File: src/rtl/heard_indication_tx.sv
// Queues say(meth, v) requests in a small FIFO and replays them as heard(meth, v) calls,
// optionally spacing consecutive heard transfers by GAP idle cycles.
module heard_indication_tx #(
   parameter int unsigned DEPTH = 4,
   parameter int unsigned GAP   = 0
) (
   input  logic        CLK,
   input  logic        nRST,
   input  logic        request_say_ena_i,
   input  logic [31:0] request_say_meth_i,
   input  logic [31:0] request_say_v_i,
   output logic        request_say_rdy_o,
   output logic        indication_heard_ena_o,
   output logic [31:0] indication_heard_meth_o,
   output logic [31:0] indication_heard_v_o,
   input  logic        indication_heard_rdy_i,
   output logic [31:0] sent_count,
   output logic        busy
);

   localparam int unsigned AW = (DEPTH > 1) ? $clog2(DEPTH) : 1;
   localparam logic [AW:0] FULL = (AW + 1)'(DEPTH);
   localparam logic [7:0] GAP_LOAD = (GAP > 0) ? 8'(GAP - 1) : 8'd0;

   localparam logic [1:0] IDLE = 2'd0;
   localparam logic [1:0] SEND = 2'd1;
   localparam logic [1:0] WAIT = 2'd2;

   logic [63:0]   mem_q [DEPTH];
   logic [AW-1:0] wr_ptr_q, rd_ptr_q;
   logic [AW:0]   count_q, count_d;
   logic [1:0]    state_q, state_d;
   logic [7:0]    gap_q, gap_d;
   logic [31:0]   sent_q, sent_d;
   logic          started_q;
   logic          push, pop;

   // started_q keeps RDY low during reset and until the first clock edge after release.
   assign request_say_rdy_o       = started_q && (count_q < FULL);
   assign indication_heard_ena_o  = (state_q == SEND) && (count_q != '0);
   assign indication_heard_meth_o = mem_q[rd_ptr_q][63:32];
   assign indication_heard_v_o    = mem_q[rd_ptr_q][31:0];
   assign sent_count              = sent_q;
   assign busy                    = (count_q != '0) || (state_q == WAIT);

   assign push   = request_say_ena_i && request_say_rdy_o;
   assign pop    = indication_heard_ena_o && indication_heard_rdy_i;
   assign sent_d = pop ? sent_q + 32'd1 : sent_q;

   always_comb begin
      count_d = count_q;
      if (push && !pop) begin
         count_d = count_q + 1'b1;
      end else if (pop && !push) begin
         count_d = count_q - 1'b1;
      end
   end

   always_comb begin
      state_d = state_q;
      gap_d   = gap_q;
      case (state_q)
         IDLE: begin
            // Looking at count_d lets a push into an empty FIFO show up on ENA next cycle.
            if (count_d != '0) begin
               state_d = SEND;
            end
         end
         SEND: begin
            if (pop) begin
               if (GAP > 0) begin
                  state_d = WAIT;
                  gap_d   = GAP_LOAD;
               end else if (count_d == '0) begin
                  state_d = IDLE;
               end
            end else if (count_q == '0) begin
               state_d = IDLE;
            end
         end
         WAIT: begin
            if (gap_q == 8'd0) begin
               state_d = (count_d != '0) ? SEND : IDLE;
            end else begin
               gap_d = gap_q - 8'd1;
            end
         end
         default: state_d = IDLE;
      endcase
   end

   always_ff @(posedge CLK or negedge nRST) begin
      if (!nRST) begin
         state_q   <= IDLE;
         wr_ptr_q  <= '0;
         rd_ptr_q  <= '0;
         count_q   <= '0;
         gap_q     <= 8'd0;
         sent_q    <= 32'd0;
         started_q <= 1'b0;
      end else begin
         state_q   <= state_d;
         count_q   <= count_d;
         gap_q     <= gap_d;
         sent_q    <= sent_d;
         started_q <= 1'b1;
         if (push) begin
            wr_ptr_q <= wr_ptr_q + 1'b1;
         end
         if (pop) begin
            rd_ptr_q <= rd_ptr_q + 1'b1;
         end
      end
   end

   always_ff @(posedge CLK) begin
      if (push) begin
         mem_q[wr_ptr_q] <= {request_say_meth_i, request_say_v_i};
      end
   end

endmodule

File: config.mk
export PLATFORM = sky130hd
export DESIGN_NAME = heard_indication_tx
export DESIGN_NICKNAME = d
export VERILOG_FILES = /design/src/rtl/heard_indication_tx.sv
export SDC_FILE = /design/constraint.sdc
export NUM_CORES = 1
export LEC_CHECK = 0
export CAP_MARGIN = 20
export CORE_AREA = 2 2 182 184
export CTS_BUF_LIST = sky130_fd_sc_hd__clkbuf_16
export DETAILED_ROUTE_END_ITERATION = 8
export DIE_AREA = 0 0 184 186
export GPL_ROUTABILITY_DRIVEN = 0
export HOLD_SLACK_MARGIN = 0.06
export PLACE_DENSITY = 0.55
export SETUP_SLACK_MARGIN = 0.4
export SLEW_MARGIN = 20
export SYNTH_ARGS = -nofsm -noshare
export SYNTH_HDL_FRONTEND = slang
export SYNTH_SLANG_ARGS = --single-unit
File: constraint.sdc
create_clock -name CLK -period 4.1 [get_ports CLK]
set_clock_uncertainty 0.2 [all_clocks]
set_input_delay 0.82 -clock CLK [delete_from_list [all_inputs] [get_ports CLK]]
set_output_delay 0.82 -clock CLK [all_outputs]
set_load 0.1 [all_outputs]
==> impl_results.md <==
- Via count: 5,556
- Adder-cell share of the synthesized area: 1.10%
- Post-route ant nets: 0
- Netlist cell types: 36
- Number of nets in the layout: 784
- Crit path max fanout: 28
- Post-CTS Setup Inserts: 0
- Count leader, synth: edfxtp_1
- MaxCap Viol Count: 0
- Post-Syn Instances: 512
- Hold Path Class: input pin to async pin
- CTS Hold Bufs: 0
- Routed len/inst: 20.1 µm
- Post-synthesis simple-gate area fraction: 3.69%
- CTS clk-pin slew, worst paths: 0.06 ns
- CTS Root Cell: clkbuf_16
- Worst setup path endpoint: indication_heard_meth_o[3]
- Synth Area in Compound Gates: 0.336%
- Critical Path RT: 3.08 ns
- Cell row count: 66
- Worst slew margin relative to its limit: 33.2%
- Register area: 0.00872 mm²
- Share of cells above drive strength 1: 27.9%
- Final TNS setup: 0 ns
- Detailed Route WL: 23,000 µm
- F_max: 288 MHz
- Top FF cell, synth: edfxtp_1
- Reg2reg start: count_q[1]
- Largest net degree at the start of global routing: 43
- RR Endpoint: state_q[0]
- Top cells by area, synth: edfxtp_1, mux4_2, dfrtp_1, xnor2_1, ha_1
- Register area share after synthesis: 78.0%
- Residual DRC: 0
- Clk buf depth: 3
- Chip width: 184 µm
- Via density per instance: 4.87
- Clk sinks: 297
- Seq cells post-synth: 297
- Post-synth EDFFs: 256
- Critical path type: flop to primary output
- # setup viols final: 0
- Starting density of the core: 34.7%
- Most instantiated cells after synthesis: edfxtp_1, mux4_2, dfrtp_1, xnor2_1, nand2_1
- IO Count: 167
- Setup slack, reg-to-reg: 1.66 ns
- Clock latency at the later pin of the worst-skew pair: 0.50 ns
- Period utilization: 84.8%
- # resized after CTS: 0
- Core Region: 0.0322 mm²
- Cell taking the most area after synthesis: edfxtp_1
- Grt total ovfl: 0
- First-pass GRT wire length: 35,300 µm
- Path depth of the worst reg2reg path: 7
- I/O Buffers: 166
- CTS tree: yes
- Asr flop ratio synth: 13.8%
- Layout overhead on the synthesized area: 27.9%
- Status: completed
- Multi-input gate area: 0.00236 mm²
- Crit path arrival time: 2.46 ns
- Post-Syn Area: 0.0112 mm²
- Syn Nets: 588
- Overall routing resource usage: 13.7%
- Synthesis Warnings: 0
- Largest family of logic cells by synthesized area: multiplexers
- Crit path launch type: flop
- Fraction of synthesized area in multiplexers: 13.0%
- Syn Area/Cell: 21.8 µm²
- Unrepaired setup endpoints after global routing: no
- DR pass1 iterations: 5
- Critical Path End Type: primary output
- Synth Area in XOR/XNOR: 2.82%
- CTS buffer count: 34
- Synth top area share: 68.8%
- Vias in the first global route: 6,209
- 1st-iter DRT viols: 293
- Slew @ Worst Pin: 0.999 ns
- Antenna violations before repair: 6
- # fillers: 2,798
- Critical Path Start: rd_ptr_q[0]
- Fin. max-slew vios: 0
- H-Tree Level Count: 2
- Die ar.: 0.0342 mm²
- Placed wire-length estimate: 14,800 µm
- Die H: 186 µm
- Endpoints failing hold: 0
- Tmin final: 3.48 ns
[per-layer routing]
layer	part of all wire [%]	track usage, %
met5	0.11	0
met4	1.5	3.17
met3	9.0	5.20
met2	48	23.0
met1	41	16.7
[metrics by stage]
stage	worst slack [ns]	instance area, µm²	instances	hold WS (ns)	util [%]
final	0.623	14300	1141	0.258	44.4
after global routing	0.471	14300	1139	0.315	44.4
after CTS	0.528	14300	1139	0.274	44.4
after detailed placement	0.880	13300	1080	0.267	41.2
after global placement	0.949	13300	1080	0.268	41.2
after floorplan	0.684	11200	512	0.324	-
[how the worst min path moves through the flow]
stage / start / end / slack (ns) / cells past startpoint
2_1_floorplan: nRST / count_q[0] / 0.32 / 0
3_3_place_gp: sent_count[31] / sent_count[31] / 0.27 / 1
3_5_place_dp: sent_count[31] / sent_count[31] / 0.27 / 1
4_1_cts: nRST / sent_count[25] / 0.27 / 1
5_1_grt: nRST / sent_count[23] / 0.32 / 1
6_report: nRST / sent_count[25] / 0.26 / 1
[final cells by class]
class                           count  share of cell area (%)
Timing Repair Buffer              177                    11.5
Tap cell                          408                    3.57
Antenna cell                        2                  0.0350
Multi-Input combinational cell    190                    16.5
Clock buffer                       34                    5.95
Clock inverter                     25                    1.18
Inverter                            8                   0.210
Sequential cell                   297                    61.0
[cell families (layout without fill, tap and decap cells)]
kind of cell,Yosys count,after routing
adder cells (fa/ha/maj),10,10
XOR/XNOR,36,36
other,1,3
AO/OA/AOI/OAI,5,5
buffers and inverters,25,244
multiplexers,65,65
AND/OR/NAND/NOR,73,73
flip-flops,297,297
[worst max-delay path, cell delays in order (launching register included)]
cell and delay (ns):
dfrtp_4 0.82, buf_4 0.33, mux4_2 0.53, buf_4 0.25
[flip-flops by register name, summed over array words and instances (netlist names)]
name        count
state_q         1
rd_ptr_q        2
started_q       1
wr_ptr_q        2
sent_count     32
mem_q         256
count_q         3
[cell usage in the layout, fill, tap and decap left out, types with 2 or more instances in the layout]
cell,n
and2_1,2
and2_4,4
and3_1,7
and4_1,3
buf_12,6
buf_4,71
clkbuf_16,34
clkdlybuf4s50_1,99
clkinv_1,6
clkinv_2,5
clkinvlp_4,4
dfrtp_1,39
dfrtp_4,2
diode_2,2
edfxtp_1,256
ha_1,8
inv_1,12
inv_6,3
maj3_2,2
mux4_2,64
nand2_1,17
nand3_1,13
nand4_1,6
nor2_1,6
nor3_1,5
nor4_2,2
or2_1,2
xnor2_1,28
xor2_1,8
Power is left out: the tool's default activity adds up to more than one toggle a clock period on the data nets, which glitch-free logic cannot reach.
